### src/rtl/fb_pkg.sv
`default_nettype none
// ============================================================================
//  Module   : fb_pkg
//  Purpose  : Shared types, frame size defaults and palette lookup for the
//             framebuffer writer.
//  Revision : 1.0  initial release
// ============================================================================
package fb_pkg;

    typedef enum logic [1:0] {
        STREAM    = 2'd0,
        BLANK     = 2'd1,
        SWAP_WAIT = 2'd2
    } fw_state_t;

    localparam int FB_W_DEFAULT = 160;
    localparam int FB_H_DEFAULT = 120;

    // Index i selects palette[2i+1:2i].
    function automatic logic [1:0] pal_map(input logic [7:0] palette, input logic [1:0] idx);
        return palette[{idx, 1'b0} +: 2];
    endfunction

endpackage
`default_nettype wire

### src/rtl/fb_frame_writer_if.sv
`default_nettype none
// ============================================================================
//  Module   : fb_frame_writer_if
//  Purpose  : PPU pixel stream, control inputs and framebuffer write/swap bus.
//  Revision : 1.0  initial release
// ============================================================================
interface fb_frame_writer_if;

    logic       pix_valid;
    logic       pix_ready;
    logic [1:0] pix_color;
    logic       pix_sof;
    logic [7:0] palette;
    logic       lcd_on;
    logic [7:0] fb_x;
    logic [7:0] fb_y;
    logic [1:0] fb_color;
    logic       fb_wr_en;
    logic       swap_req;
    logic       swap_ack;
    logic       frame_done;
    logic       frame_err;

    // The frame writer masters the framebuffer writes and swap requests.
    modport master (
        input  pix_valid, pix_color, pix_sof, palette, lcd_on, swap_ack,
        output pix_ready, fb_x, fb_y, fb_color, fb_wr_en, swap_req, frame_done, frame_err
    );

    modport slave (
        output pix_valid, pix_color, pix_sof, palette, lcd_on, swap_ack,
        input  pix_ready, fb_x, fb_y, fb_color, fb_wr_en, swap_req, frame_done, frame_err
    );

endinterface
`default_nettype wire

### src/rtl/fb_raster_counter.sv
`default_nettype none
// ============================================================================
//  Module   : fb_raster_counter
//  Purpose  : Raster-order x/y position counter with clear, advance and an
//             optional restart from the origin; flags the last pixel.
//  Revision : 1.0  initial release
// ============================================================================
module fb_raster_counter #(
    parameter int FB_W = 160,
    parameter int FB_H = 120,
    parameter int XW   = 8,
    parameter int YW   = 7
) (
    input  wire logic          clk,
    input  wire logic          reset,
    input  wire logic          i_clear,
    input  wire logic          i_advance,
    input  wire logic          i_from_origin,
    output logic [XW-1:0]      o_x,
    output logic [YW-1:0]      o_y,
    output logic               o_at_origin,
    output logic               o_last
);

    localparam logic [XW-1:0] c_X_MAX = XW'(FB_W - 1);
    localparam logic [YW-1:0] c_Y_MAX = YW'(FB_H - 1);

    logic [XW-1:0] r_x;
    logic [YW-1:0] r_y;
    logic [XW-1:0] w_base_x;
    logic [YW-1:0] w_base_y;
    logic          w_x_end;
    logic          w_y_end;

    // The position used for this cycle's write; a restart writes at the origin.
    assign w_base_x    = i_from_origin ? '0 : r_x;
    assign w_base_y    = i_from_origin ? '0 : r_y;
    assign w_x_end     = (w_base_x == c_X_MAX);
    assign w_y_end     = (w_base_y == c_Y_MAX);
    assign o_x         = w_base_x;
    assign o_y         = w_base_y;
    assign o_at_origin = (r_x == '0) && (r_y == '0);
    assign o_last      = w_x_end && w_y_end;

    always_ff @(posedge clk) begin
        if (reset || i_clear) begin
            r_x <= '0;
            r_y <= '0;
        end else if (i_advance) begin
            if (w_x_end) begin
                r_x <= '0;
                r_y <= w_y_end ? '0 : w_base_y + YW'(1);
            end else begin
                r_x <= w_base_x + XW'(1);
                r_y <= w_base_y;
            end
        end
    end

endmodule
`default_nettype wire

### src/rtl/fb_frame_writer.sv
`default_nettype none
// ============================================================================
//  Module   : fb_frame_writer
//  Purpose  : Turns the PPU raster pixel stream into addressed framebuffer
//             writes, blanks the screen while the LCD is off, and handshakes
//             buffer swaps at end of frame.
//  Revision : 1.0  initial release
// ============================================================================
module fb_frame_writer
    import fb_pkg::*;
#(
    parameter int FB_W = FB_W_DEFAULT,
    parameter int FB_H = FB_H_DEFAULT
) (
    input  wire logic           clk,
    input  wire logic           reset,
    fb_frame_writer_if.master   bus
);

    localparam int XW = (FB_W > 1) ? $clog2(FB_W) : 1;
    localparam int YW = (FB_H > 1) ? $clog2(FB_H) : 1;

    localparam logic [1:0] c_ST_STREAM    = STREAM;
    localparam logic [1:0] c_ST_BLANK     = BLANK;
    localparam logic [1:0] c_ST_SWAP_WAIT = SWAP_WAIT;

    logic [1:0]    r_state;
    logic [7:0]    r_fb_x;
    logic [7:0]    r_fb_y;
    logic [1:0]    r_fb_color;
    logic          r_fb_wr_en;
    logic          r_swap_req;
    logic          r_frame_done;
    logic          r_frame_err;

    logic          w_ready;
    logic          w_transfer;
    logic          w_resync;
    logic          w_blank_wr;
    logic          w_advance;
    logic          w_clear;
    logic          w_at_origin;
    logic          w_last;
    logic [XW-1:0] w_x;
    logic [YW-1:0] w_y;

    assign w_ready    = !reset && (r_state == c_ST_STREAM) && bus.lcd_on;
    assign w_transfer = bus.pix_valid && w_ready;
    // A start-of-frame marker anywhere but the origin resynchronises to (0,0).
    assign w_resync   = w_transfer && bus.pix_sof && !w_at_origin;
    assign w_blank_wr = (r_state == c_ST_BLANK);
    assign w_advance  = w_transfer || w_blank_wr;
    assign w_clear    = (r_state == c_ST_STREAM) && !bus.lcd_on;

    fb_raster_counter #(
        .FB_W (FB_W),
        .FB_H (FB_H),
        .XW   (XW),
        .YW   (YW)
    ) u_raster (
        .clk           (clk),
        .reset         (reset),
        .i_clear       (w_clear),
        .i_advance     (w_advance),
        .i_from_origin (w_resync),
        .o_x           (w_x),
        .o_y           (w_y),
        .o_at_origin   (w_at_origin),
        .o_last        (w_last)
    );

    always_ff @(posedge clk) begin
        if (reset) begin
            r_state      <= c_ST_STREAM;
            r_fb_x       <= '0;
            r_fb_y       <= '0;
            r_fb_color   <= '0;
            r_fb_wr_en   <= 1'b0;
            r_swap_req   <= 1'b0;
            r_frame_done <= 1'b0;
            r_frame_err  <= 1'b0;
        end else begin
            r_fb_wr_en   <= w_advance;
            r_frame_err  <= w_resync;
            r_frame_done <= 1'b0;
            if (w_advance) begin
                r_fb_x     <= 8'(w_x);
                r_fb_y     <= 8'(w_y);
                r_fb_color <= w_blank_wr ? 2'b00 : pal_map(bus.palette, bus.pix_color);
            end
            case (r_state)
                c_ST_STREAM: begin
                    if (!bus.lcd_on) begin
                        r_state <= c_ST_BLANK;
                    end else if (w_transfer && w_last) begin
                        r_swap_req <= 1'b1;
                        r_state    <= c_ST_SWAP_WAIT;
                    end
                end
                c_ST_BLANK: begin
                    if (w_last) begin
                        r_swap_req <= 1'b1;
                        r_state    <= c_ST_SWAP_WAIT;
                    end
                end
                c_ST_SWAP_WAIT: begin
                    // Dropping the request on the ack edge yields exactly one swap.
                    if (bus.swap_ack) begin
                        r_swap_req   <= 1'b0;
                        r_frame_done <= 1'b1;
                        r_state      <= bus.lcd_on ? c_ST_STREAM : c_ST_BLANK;
                    end
                end
                default: r_state <= c_ST_STREAM;
            endcase
        end
    end

    assign bus.pix_ready  = w_ready;
    assign bus.fb_x       = r_fb_x;
    assign bus.fb_y       = r_fb_y;
    assign bus.fb_color   = r_fb_color;
    assign bus.fb_wr_en   = r_fb_wr_en;
    assign bus.swap_req   = r_swap_req;
    assign bus.frame_done = r_frame_done;
    assign bus.frame_err  = r_frame_err;

endmodule
`default_nettype wire

### src/flat_wrapper.sv
// flat-port wrapper written by rule: the top's interface ports become plain ports
module fb_frame_writer_flat import fb_pkg::*;
#(
    parameter int FB_W = FB_W_DEFAULT,
    parameter int FB_H = FB_H_DEFAULT
)
  (clk, reset, bus_pix_valid, bus_pix_color, bus_pix_sof, bus_palette, bus_lcd_on, bus_swap_ack, bus_pix_ready, bus_fb_x, bus_fb_y, bus_fb_color, bus_fb_wr_en, bus_swap_req, bus_frame_done, bus_frame_err);
  fb_frame_writer_if bus_i ();
  input  wire logic clk;
  input  wire logic reset;
  input wire logic [$bits(bus_i.pix_valid)-1:0] bus_pix_valid;
  input wire logic [$bits(bus_i.pix_color)-1:0] bus_pix_color;
  input wire logic [$bits(bus_i.pix_sof)-1:0] bus_pix_sof;
  input wire logic [$bits(bus_i.palette)-1:0] bus_palette;
  input wire logic [$bits(bus_i.lcd_on)-1:0] bus_lcd_on;
  input wire logic [$bits(bus_i.swap_ack)-1:0] bus_swap_ack;
  output wire logic [$bits(bus_i.pix_ready)-1:0] bus_pix_ready;
  output wire logic [$bits(bus_i.fb_x)-1:0] bus_fb_x;
  output wire logic [$bits(bus_i.fb_y)-1:0] bus_fb_y;
  output wire logic [$bits(bus_i.fb_color)-1:0] bus_fb_color;
  output wire logic [$bits(bus_i.fb_wr_en)-1:0] bus_fb_wr_en;
  output wire logic [$bits(bus_i.swap_req)-1:0] bus_swap_req;
  output wire logic [$bits(bus_i.frame_done)-1:0] bus_frame_done;
  output wire logic [$bits(bus_i.frame_err)-1:0] bus_frame_err;
  assign bus_i.pix_valid = bus_pix_valid;
  assign bus_i.pix_color = bus_pix_color;
  assign bus_i.pix_sof = bus_pix_sof;
  assign bus_i.palette = bus_palette;
  assign bus_i.lcd_on = bus_lcd_on;
  assign bus_i.swap_ack = bus_swap_ack;
  assign bus_pix_ready = bus_i.pix_ready;
  assign bus_fb_x = bus_i.fb_x;
  assign bus_fb_y = bus_i.fb_y;
  assign bus_fb_color = bus_i.fb_color;
  assign bus_fb_wr_en = bus_i.fb_wr_en;
  assign bus_swap_req = bus_i.swap_req;
  assign bus_frame_done = bus_i.frame_done;
  assign bus_frame_err = bus_i.frame_err;
  fb_frame_writer #(.FB_W(FB_W), .FB_H(FB_H)) u_core (.clk(clk), .reset(reset), .bus(bus_i));
endmodule
### config.mk
export PLATFORM = sky130hd
export DESIGN_NAME = fb_frame_writer_flat
export DESIGN_NICKNAME = d
export VERILOG_FILES = /design/src/rtl/fb_pkg.sv /design/src/rtl/fb_frame_writer_if.sv /design/src/rtl/fb_raster_counter.sv /design/src/rtl/fb_frame_writer.sv /design/src/flat_wrapper.sv
export SDC_FILE = /design/constraint.sdc
export NUM_CORES = 1
export LEC_CHECK = 0
export BUFFER_PORTS_ARGS = -buffer_cell sky130_fd_sc_hd__clkbuf_2
export CAP_MARGIN = 20
export CORE_ASPECT_RATIO = 2
export CORE_MARGIN = 5
export CORE_UTILIZATION = 43
export DETAILED_ROUTE_END_ITERATION = 10
export HOLD_SLACK_MARGIN = 0.03
export PLACE_DENSITY = 0.65
export SETUP_SLACK_MARGIN = 0.15
export SLEW_MARGIN = 25
export SYNTH_ARGS = -nofsm -noshare
export SYNTH_HDL_FRONTEND = slang
export SYNTH_SLANG_ARGS = --single-unit
### constraint.sdc
create_clock -name clk -period 5.99 [get_ports clk]
set_input_delay 1.797 -clock clk [delete_from_list [all_inputs] [get_ports clk]]
set_output_delay 1.797 -clock clk [all_outputs]
set_load 0.02 [all_outputs]
### Yosys cells after proc, flatten, opt, wreduce, memory -nomap -nowiden

Cells that the tools add are included.

| word-level totals | value |
|---|---|
| flip-flop bits (word level) | 38 |
| output and inout port bits | 23 |

| cells by class | value |
|---|---|
| shift operators | 1 |
| mux-type cells | 18 |
| bitwise logic cells | 1 |
| eq/ne operators | 9 |
| reduce and logical (&&, ||, !) cells | 21 |
| $add $sub $neg | 2 |

Operator list:

| cell | count |
|---|---|
| $mux 7 | 3 |
| $mux 8 | 2 |
| $mux 2 | 5 |
| $logic_and 1x1->1 | 9 |
| $add 8x1->8 const B | 1 |
| $eq 8x8->1 const B | 1 |
| $logic_not 8->1 | 1 |
| $ne 2x2->1 const B | 4 |
| $shiftx 8x4->2 | 1 |
| $add 7x1->7 const B | 1 |
| $eq 7x7->1 const B | 1 |
| $logic_not 7->1 | 1 |
| $mux 1 | 6 |
| $pmux 2 s3 | 1 |
| $reduce_and 5->1 | 1 |
| $logic_not 1->1 | 3 |
| $ne 3x3->1 const B | 1 |
| $pmux 1 s3 | 1 |
| $reduce_and 3->1 | 1 |
| $reduce_bool 3->1 | 1 |
| $eq 2x1->1 const B | 1 |
| $eq 2x2->1 const B | 1 |
| $logic_not 2->1 | 1 |
| $logic_or 1x1->1 | 2 |
| other kinds (2) | 2 |

### Logic depth before layout (Yosys ltp)

Gate-level depths: netlist of the first run.

| logic depth | value |
|---|---|
| depth in word-level cells | 13 |
| mapped depth | 13 |
| mapped depth without buffers | 10 |

### Hierarchy

A second synthesis of the first run with hierarchy kept.

| unflattened totals | value |
|---|---|
| cells, all modules | 232 |
| area, all modules | 2028.2 um^2 |

By module, submodules not included:

| module | seq. area each (um^2) | area an instance (um^2) | cells each | times used |
|---|---|---|---|---|
| fb_raster_counter | 300.3 | 1044.8 | 130 | 1 |
| fb_frame_writer | 460.4 | 983.4 | 102 | 1 |

### Least setup slack after synthesis of the first run

No wires, ideal clock.

| timing | value |
|---|---|
| path type | in2reg |
| start | input port reset |
| end | register u_core.u_raster.r_y[3] |
| setup time | 0.070 ns |
| path slack | 1.577 ns |
| arrival time | 4.343 ns |
| stages on the path | 13 |
| required time | 5.920 ns |
| path buffers | 3 |
| cells stage by stage | buf_2 nor4b_2 and3_1 buf_2 nand2_1 buf_2 and2_1 ha_1 nand3_1 nor4_1 nand4b_1 or4_1 a21oi_1 |

| between the ends | value |
|---|---|
| word-level cells in the longest chain between the ends | 10 |
| elaborated cells on any way between the ends | 15 |

Ends and longest elaborated chain:

| item | line | source |
|---|---|---|
| start: declaration | flat_wrapper.sv:10 | `input wire logic reset;` |
| $logic_not 1->1 (*) | fb_frame_writer.sv:47 | `assign w_ready = !reset && (r_state == c_ST_STREAM) && bus.lcd_on;` |
| $logic_and 1x1->1 (*) (2 in a row) | fb_frame_writer.sv:47 |  |
| named net bus_pix_ready | flat_wrapper.sv:17 | `output wire logic [$bits(bus_i.pix_ready)-1:0] bus_pix_ready;` |
| $logic_and 1x1->1 (*) | fb_frame_writer.sv:48 | `assign w_transfer = bus.pix_valid && w_ready;` |
| $logic_and 1x1->1 (*) (2 in a row) | fb_frame_writer.sv:50 | `assign w_resync = w_transfer && bus.pix_sof && !w_at_origin;` |
| $mux 7 (*) | fb_raster_counter.sv:37 | `assign w_base_y = i_from_origin ? '0 : r_y;` |
| named net u_core.u_raster.o_y[0] | fb_raster_counter.sv:20 | `output logic [YW-1:0] o_y,` |
| $add 7x1->7 or $eq 7x7->1 (tied branches) | fb_raster_counter.sv:52, fb_raster_counter.sv:39 |  |
| $mux 7 (*) | fb_raster_counter.sv:52 | `r_y <= w_y_end ? '0 : w_base_y + YW'(1);` |
| $mux 7 (*) | fb_raster_counter.sv:50 | `if (w_x_end) begin` |
| end signal: assignment | fb_raster_counter.sv:52 |  |
| end signal: assignment | fb_raster_counter.sv:55 | `r_y <= w_base_y;` |
| end: declaration | fb_raster_counter.sv:29 | `logic [YW-1:0] r_y;` |

The timed path passes the listed nets; every way through them passes the cells marked *.
A chain may end at the register's enable or synchronous reset.

### Worst setup path in the final report of the first run

| timing | value |
|---|---|
| start | input port reset |
| end | output port bus_pix_ready |

| between the ends | value |
|---|---|
| word-level cells in the longest chain between the ends | 3 |

Ends and longest elaborated chain:

| item | line |
|---|---|
| $logic_not 1->1 | fb_frame_writer.sv:47 |
| $logic_and 1x1->1 (2 in a row) | fb_frame_writer.sv:47 |
| end: declaration | flat_wrapper.sv:17 |

Every way passes these cells.

==> impl_metrics.toml, run 1 <==
[run_status]
status = "finished, final reports clean"

[yosys]
syn-cell-area_um2 = 1847
ys_seq_area_frac = 0.4119
ys_ff_latch = 38
async_flop_share = 0
yosys_warnings = 0
synth_edf_count = 0
yosysUniqueCellTypes = 44
syn-num-nets = 240
syn_area_per_cell_um2 = 8.319
syn_inst = 222
synth-main-ff-cell = "dfxtp_1"

[timing]
fin_skew_ps = 7.460
fmax_mhz = 217.5
finalSetupTns_ps = 0
max-slew-margin-rel = 0.5640
slew_viol_final = 0
rsz0062_at_grt = "false"
setup-violations-final = 0
fin_crit_ps = 4598
tightest_slew_ps = 648.0
min_period_over_period = 0.7676
final_hold_viol_count = 0

[detailed_routing]
dr.pass1.iters = 4
drtIter0Drc = 44
via_count = 1751
vias_per_cell = 5.779
wirelength_um = 4610
route.detailed.drc = 0
ant_nets = 0
wl_per_cell_um = 15.21

[global_routing]
grt_pass1_wl_um = 7824
grtUsageTotal = 0.1727
antenna_found_initial = 0
grt_pass1_vias = 1735
grt_max_degree = 28
grt-ovfl-total = 0

[floorplanning]
initial_utilization = 0.4473
ioPinCount = 39
core_um2 = 4129
row_count = 33
die_area_um2 = 5785
die_w_um = 56.34
fp.dieH_um = 102.7

[worst_setup_path]
setup.worst_path.class = "input pin to output port"
required_ps = 4190
cp-startpoint = "reset"
cp_max_fo = 27
endpoint_kind = "output port"
cp-start-kind = "input pin"
r2r_setup_slack_ps = 3080
arrival_ps = 2800
ff2ff_path_depth = 10
regToRegStartpoint = "u_core.u_raster.r_x[4]"

[pwr]
cellPowerDensity_nw_per_um2 = 227.0
vdd_drop_max_v = 0.0001349
leakage_uw = 0.0008185

[placed_design]
portBuffers = 37
place_congestion = 0.8761
dpl.hpwl_um = 3478

[final_layout]
nNetsFinal = 268
drive_gt1_frac = 0.2112
final_core_util = 0.5142
fill_cells = 424
areaGrowthSynthToFinish_pct = 14.97
n_antenna_cell = 0

[flow_run]
cap_violations = 0

[clock_tree]
clock_latency_ps = 290
cts_max_path_buffers = 2
cts_hold_buf = 0
cts.sinks = 38
clkSlewWorstSetupHoldPaths_ps = 70
cts_tree = "yes"
clock-root-buffer = "clkbuf_8"
numCtsBuffers = 5
clock_tree.htree_level_count = 2
post_cts_buffers = 0
post_cts_resized = 0

[hold_path]
hp-class = "flip-flop to flip-flop"
hold-path-cell-count = 2
min_from = "u_core.bus.fb_x[1]"
worst paths after layout:
kind	to
hold / removal	u_core.bus.fb_x[1]
setup reg to reg	u_core.u_raster.r_y[3]
hold reg to reg	u_core.bus.fb_x[1]
setup / recovery	bus_pix_ready
registers in the layout, indices dropped and copies added, names as in the netlist:
register	cells
u_core.u_raster.r_x	8
u_core.bus.frame_done	1
u_core.bus.fb_x	8
u_core.bus.fb_wr_en	1
u_core.r_state	2
u_core.bus.frame_err	1
u_core.bus.fb_color	2
u_core.bus.swap_req	1
u_core.u_raster.r_y	7
u_core.bus.fb_y	7
power breakdown:
group / leakage (uW) / switching (uW) / total [uW] / internal [uW]
clock network: 0.0000472 / 89.3 / 182 / 92.4
registers: 0.000307 / 2.47 / 257 / 255
logic: 0.000465 / 29.0 / 42.8 / 13.8
kinds of logic (layout without fill, tap and decap cells):
| group | Yosys count | in the layout | synth area share |
|---|---|---|---|
| xor gates and xnor gates | 2 | 2 | 0.009487 |
| DFF | 38 | 38 | 0.4119 |
| buffers and inverters | 20 | 49 | 0.04878 |
| AOI/OAI and AO/OA | 46 | 46 | 0.1606 |
| other | 1 | 1 | 0.002031 |
| and+or+nand+nor | 107 | 107 | 0.3076 |
| muxes | 6 | 6 | 0.04607 |
| adders and majority gates | 2 | 2 | 0.01355 |
Yosys cell counts (5+ instances only):
cell type | count | area (um^2)
nor3_1 | 8 | 40.04
nor2_1 | 26 | 97.59
dfxtp_1 | 38 | 760.7
buf_2 | 6 | 30.03
nand4_1 | 6 | 37.54
a21oi_1 | 16 | 80.08
a2bb2oi_1 | 6 | 52.55
a31oi_1 | 5 | 31.28
a22oi_1 | 6 | 45.04
clkbuf_1 | 8 | 30.03
nand3_1 | 11 | 55.05
nand2_1 | 23 | 86.33
and2_1 | 8 | 50.05
critical path: stages:
cell and delay, ps:
clkbuf_2 320, nor4b_2 440, clkbuf_2 240
final cells by class:
class / instances / area [um^2] / share of cell area
clock buffers: 6 / 82.58 / 0.03889
flip-flops and latches: 38 / 760.7 / 0.3583
multi-input cells: 164 / 998.5 / 0.4702
clock inverters: 2 / 12.51 / 0.005893
repair buffers: 38 / 192.7 / 0.09075
well taps: 52 / 65.06 / 0.03064
inverters: 3 / 11.26 / 0.005303
cell usage in the layout, fill, tap and decap left out, types with 3 or more instances in the layout:
| master | count |
|---|---|
| dfxtp_1 | 38 |
| clkbuf_2 | 37 |
| nor2_1 | 25 |
| nand2_1 | 23 |
| a21oi_1 | 16 |
| nand3_1 | 11 |
| and2_1 | 8 |
| nor3_1 | 8 |
| nand4_1 | 6 |
| a2bb2oi_1 | 6 |
| a22oi_1 | 6 |
| clkbuf_8 | 6 |
| a31oi_1 | 5 |
| nor4_1 | 4 |
| mux2i_1 | 4 |
| and3_1 | 3 |
| o21ai_1 | 3 |
| or4_1 | 3 |
| o21ai_0 | 3 |
| or3_1 | 3 |
through the flow:
| step | cell area [um^2] | hold slack, ps | setup slack (ps) | std cells | power (uW) |
|---|---|---|---|---|---|
| after floorplan | 1847 | 466.8 | 1577 | 222 | 292.9 |
| after global placement | 2028 | 447.6 | 1368 | 295 | 306.5 |
| after detailed placement | 2028 | 451.4 | 1279 | 295 | 307.0 |
| after CTS | 2123 | 461.5 | 1342 | 303 | 489.9 |
| after global routing | 2123 | 475.2 | 1247 | 303 | 502.9 |
| final | 2123 | 459.8 | 1392 | 303 | 481.9 |
per-layer routing:
layer / vias up / part of all wire / GRT usage / wire length, um
li1: 862 / - / - / -
met1: 821 / 0.37 / 0.1643 / 1705
met2: 50 / 0.53 / 0.3237 / 2454
met3: 18 / 0.043 / 0.03258 / 198
met4: 0 / 0.055 / 0.1261 / 253
met5: - / 0 / 0 / 0
Note: power is estimated with default switching activity, not from simulation.
==> run 2, diff against run 1 <==
--- a/config.mk
+++ b/config.mk
@@ -5,6 +5,7 @@
 export SDC_FILE = /design/constraint.sdc
 export NUM_CORES = 1
 export LEC_CHECK = 0
+export ABC_AREA = 1
 export BUFFER_PORTS_ARGS = -buffer_cell sky130_fd_sc_hd__clkbuf_2
 export CAP_MARGIN = 20
 export CORE_ASPECT_RATIO = 2
@@ -12,7 +13,6 @@
 export CORE_UTILIZATION = 43
 export DETAILED_ROUTE_END_ITERATION = 10
 export HOLD_SLACK_MARGIN = 0.03
-export PLACE_DENSITY = 0.65
 export SETUP_SLACK_MARGIN = 0.15
 export SLEW_MARGIN = 25
 export SYNTH_ARGS = -nofsm -noshare
==> constraint.sdc (replaced) <==
create_clock -name clk -period 4.58 [get_ports clk]
set_input_delay 1.374 -clock clk [delete_from_list [all_inputs] [get_ports clk]]
set_output_delay 1.374 -clock clk [all_outputs]
set_load 0.02 [all_outputs]
==> impl_metrics.toml, run 2 <==
[yosys]
async_flop_share = 0
ys_top_cells_by_count = "nand2_1 (40), nor2_1 (40), dfxtp_1 (38)"
syn-cell-area_um2 = 1968
syn_inst = 274
synth_top_area_share = 0.3865
synth_edf_count = 0
yosysTopAreaCell = "dfxtp_1"
ys_seq_area_frac = 0.3865
synthTopCellsByArea = "dfxtp_1 (39%), a21oi_1 (7.6%), nand2_1 (7.6%)"
syn-num-nets = 292
yosys_warnings = 0
syn_area_per_cell_um2 = 7.183
synth-main-ff-cell = "dfxtp_1"
yosysUniqueCellTypes = 35
ys_ff_latch = 38

[global_routing]
grt_max_degree = 35
grtUsageTotal = 0.1586
grt_pass1_wl_um = 7755
antenna_found_initial = 0
grt_pass1_vias = 1753
grt-ovfl-total = 0

[detailed_routing]
wl_met1_um = 1911
met2_length_um = 2230
dr.pass1.iters = 4
drtIter0Drc = 50
met3_length_um = 223
route.detailed.drc = 0
ant_nets = 0
top_layer_used = "met4"
wirelength_um = 4495
vias_per_cell = 5.123
wl_per_cell_um = 12.32
via_count = 1870

[run_status]
status = "finished, final reports clean"

[pwr]
seqPwrFrac = 0.485
p_sw_frac = 0.3129
cellPowerDensity_nw_per_um2 = 343.5
p_comb_frac = 0.215
pwr-share-clk = 0.300
leakage_uw = 0.001016
netSwitchingPower_uw = 242.4
p_int_uw = 532.4
vdd_drop_max_v = 0.0002690

[worst_setup_path]
crit_slowest_cell = "nand2_2"
endpoint_kind = "flip-flop"
arrival_ps = 3590
crit_buf_inv = 5
critPathMaxStageDelay_ps = 230
worst_path_dominant_cell_family = "simple AND/OR/NAND/NOR gates"
cp-start-kind = "input pin"
worstPathCellList = "clkbuf_2 > inv_4 > nand4_1 > nor2_1 > nand2_2 > inv_2 > nor2_1 > ha_1 > inv_1 > nor3_1 > nand3_1 > nor2_1 > nand2_2 > inv_1 > nor2_4 > nand3_1 > a21oi_1"
crit_top_cell = "nor2_1"
cp_max_fo = 16
setup.worst_path.class = "input pin to flip-flop"
required_ps = 4740

[placed_design]
dpl.hpwl_um = 3393
portBuffers = 37
dp.cells = 357
place_congestion = 0.8810
dpl_worst_slack_ps = 849.1

[timing]
min_period_over_period = 0.7485
finalSetupTns_ps = 0
fin_skew_ps = 4.195
setup_ws_ps = 1152
final_hold_viol_count = 0
max-slew-margin-rel = 0.6498
rsz0062_at_grt = "false"
slew_viol_final = 0
holdWs_ps = 452.9
setup-violations-final = 0
fmax_mhz = 291.7
fin_crit_ps = 3428
tightest_slew_ps = 525.3

[final_layout]
register_area_um2 = 760.7
n_antenna_cell = 0
drive_gt1_frac = 0.2194
fill_cells = 460
final_cell_mix = "nor2_1 (40), nand2_1 (40), dfxtp_1 (38)"
fin_cells = 365
final_core_util = 0.5001
nNetsFinal = 327
areaGrowthSynthToFinish_pct = 14.62
multi_input_area_um2 = 997.2

[clock_tree]
numCtsBuffers = 5
clock-root-buffer = "clkbuf_8"
clkSlewWorstSetupHoldPaths_ps = 70
cts_tree = "yes"
cts_max_path_buffers = 2
clock_tree.htree_level_count = 2
cts.sinks = 38
cts_hold_buf = 0
post_cts_buffers = 0
clock_latency_ps = 290
post_cts_resized = 0

[hold_path]
hp-class = "flip-flop to flip-flop"

[floorplanning]
initial_utilization = 0.4363
row_count = 35
fp.dieH_um = 105.7
ioPinCount = 39
die_area_um2 = 6112
die_w_um = 57.84
core_um2 = 4511

[flow_run]
cap_violations = 0
-- run 2: changes by cell type in the layout (fill, tap and decap cells not counted), moves of 6 or more --
cell | before | now
and2_1 | 8 | 0
o21ai_0 | 3 | 22
nor2_1 | 25 | 40
nand2_1 | 23 | 40
a2bb2oi_1 | 6 | 0
a22oi_1 | 6 | 0
inv_1 | 2 | 33
a21oi_1 | 16 | 30
-- run 2: metrics by stage --
step	instance area [um^2]	power, uW
floorplan	1968	500.7
global placement	2165	551.1
detailed placement	2165	551.1
CTS	2256	786.3
global route	2256	822.5
finish	2256	774.9
-- run 2: final timing paths --
path                          startpoint                endpoint  slack [ps]  cells past startpoint
hold reg to reg      u_core.bus.swap_req     u_core.bus.swap_req         450                      2
setup reg to reg  u_core.u_raster.r_x[3]  u_core.u_raster.r_y[6]        2040                     17
setup / recovery                   reset  u_core.u_raster.r_y[6]        1150                     17
hold / removal       u_core.bus.swap_req     u_core.bus.swap_req         450                      2
-- run 2: cells by family after synthesis --
logic type,count (synthesis),synth area share
AND/OR/NAND/NOR,121,0.3128
AO/OA/AOI/OAI,60,0.1615
buffers and inverters,48,0.1068
flip-flops,38,0.3865
XOR/XNOR,4,0.01780
adder cells (fa/ha/maj),2,0.01271
other,1,0.001905
-- run 2: tightest hold or removal path, cell delays in order (launching register included) --
cell and delay, ps:
dfxtp_1 310, inv_1 50, a21oi_1 50
-- run 2: area by class of cell --
| class | count | area share |
|---|---|---|
| multi-input combinational | 188 | 0.4420 |
| timing repair buffer | 38 | 0.08541 |
| tap | 55 | 0.03050 |
| clock inverter | 1 | 0.002219 |
| clock buffer | 7 | 0.03827 |
| inverter | 38 | 0.06434 |
| sequential | 38 | 0.3372 |
-- run 2: power by group through the flow --
stage / Combinational, uW / Clock [uW] / Sequential (uW)
after global placement: 169 / 0 / 382
after detailed placement: 168 / 0 / 383
after CTS: 168 / 242 / 376
final: 167 / 233 / 376
after floorplan: 91.9 / 0 / 409
after global routing: 187 / 255 / 380
-- run 2: routing by layer --
layer  vias to the layer above  track usage
li1                        957            -
met1                       856       0.1840
met2                        47       0.2686
met3                        10      0.03309
met4                         0      0.07463
met5                         -            0
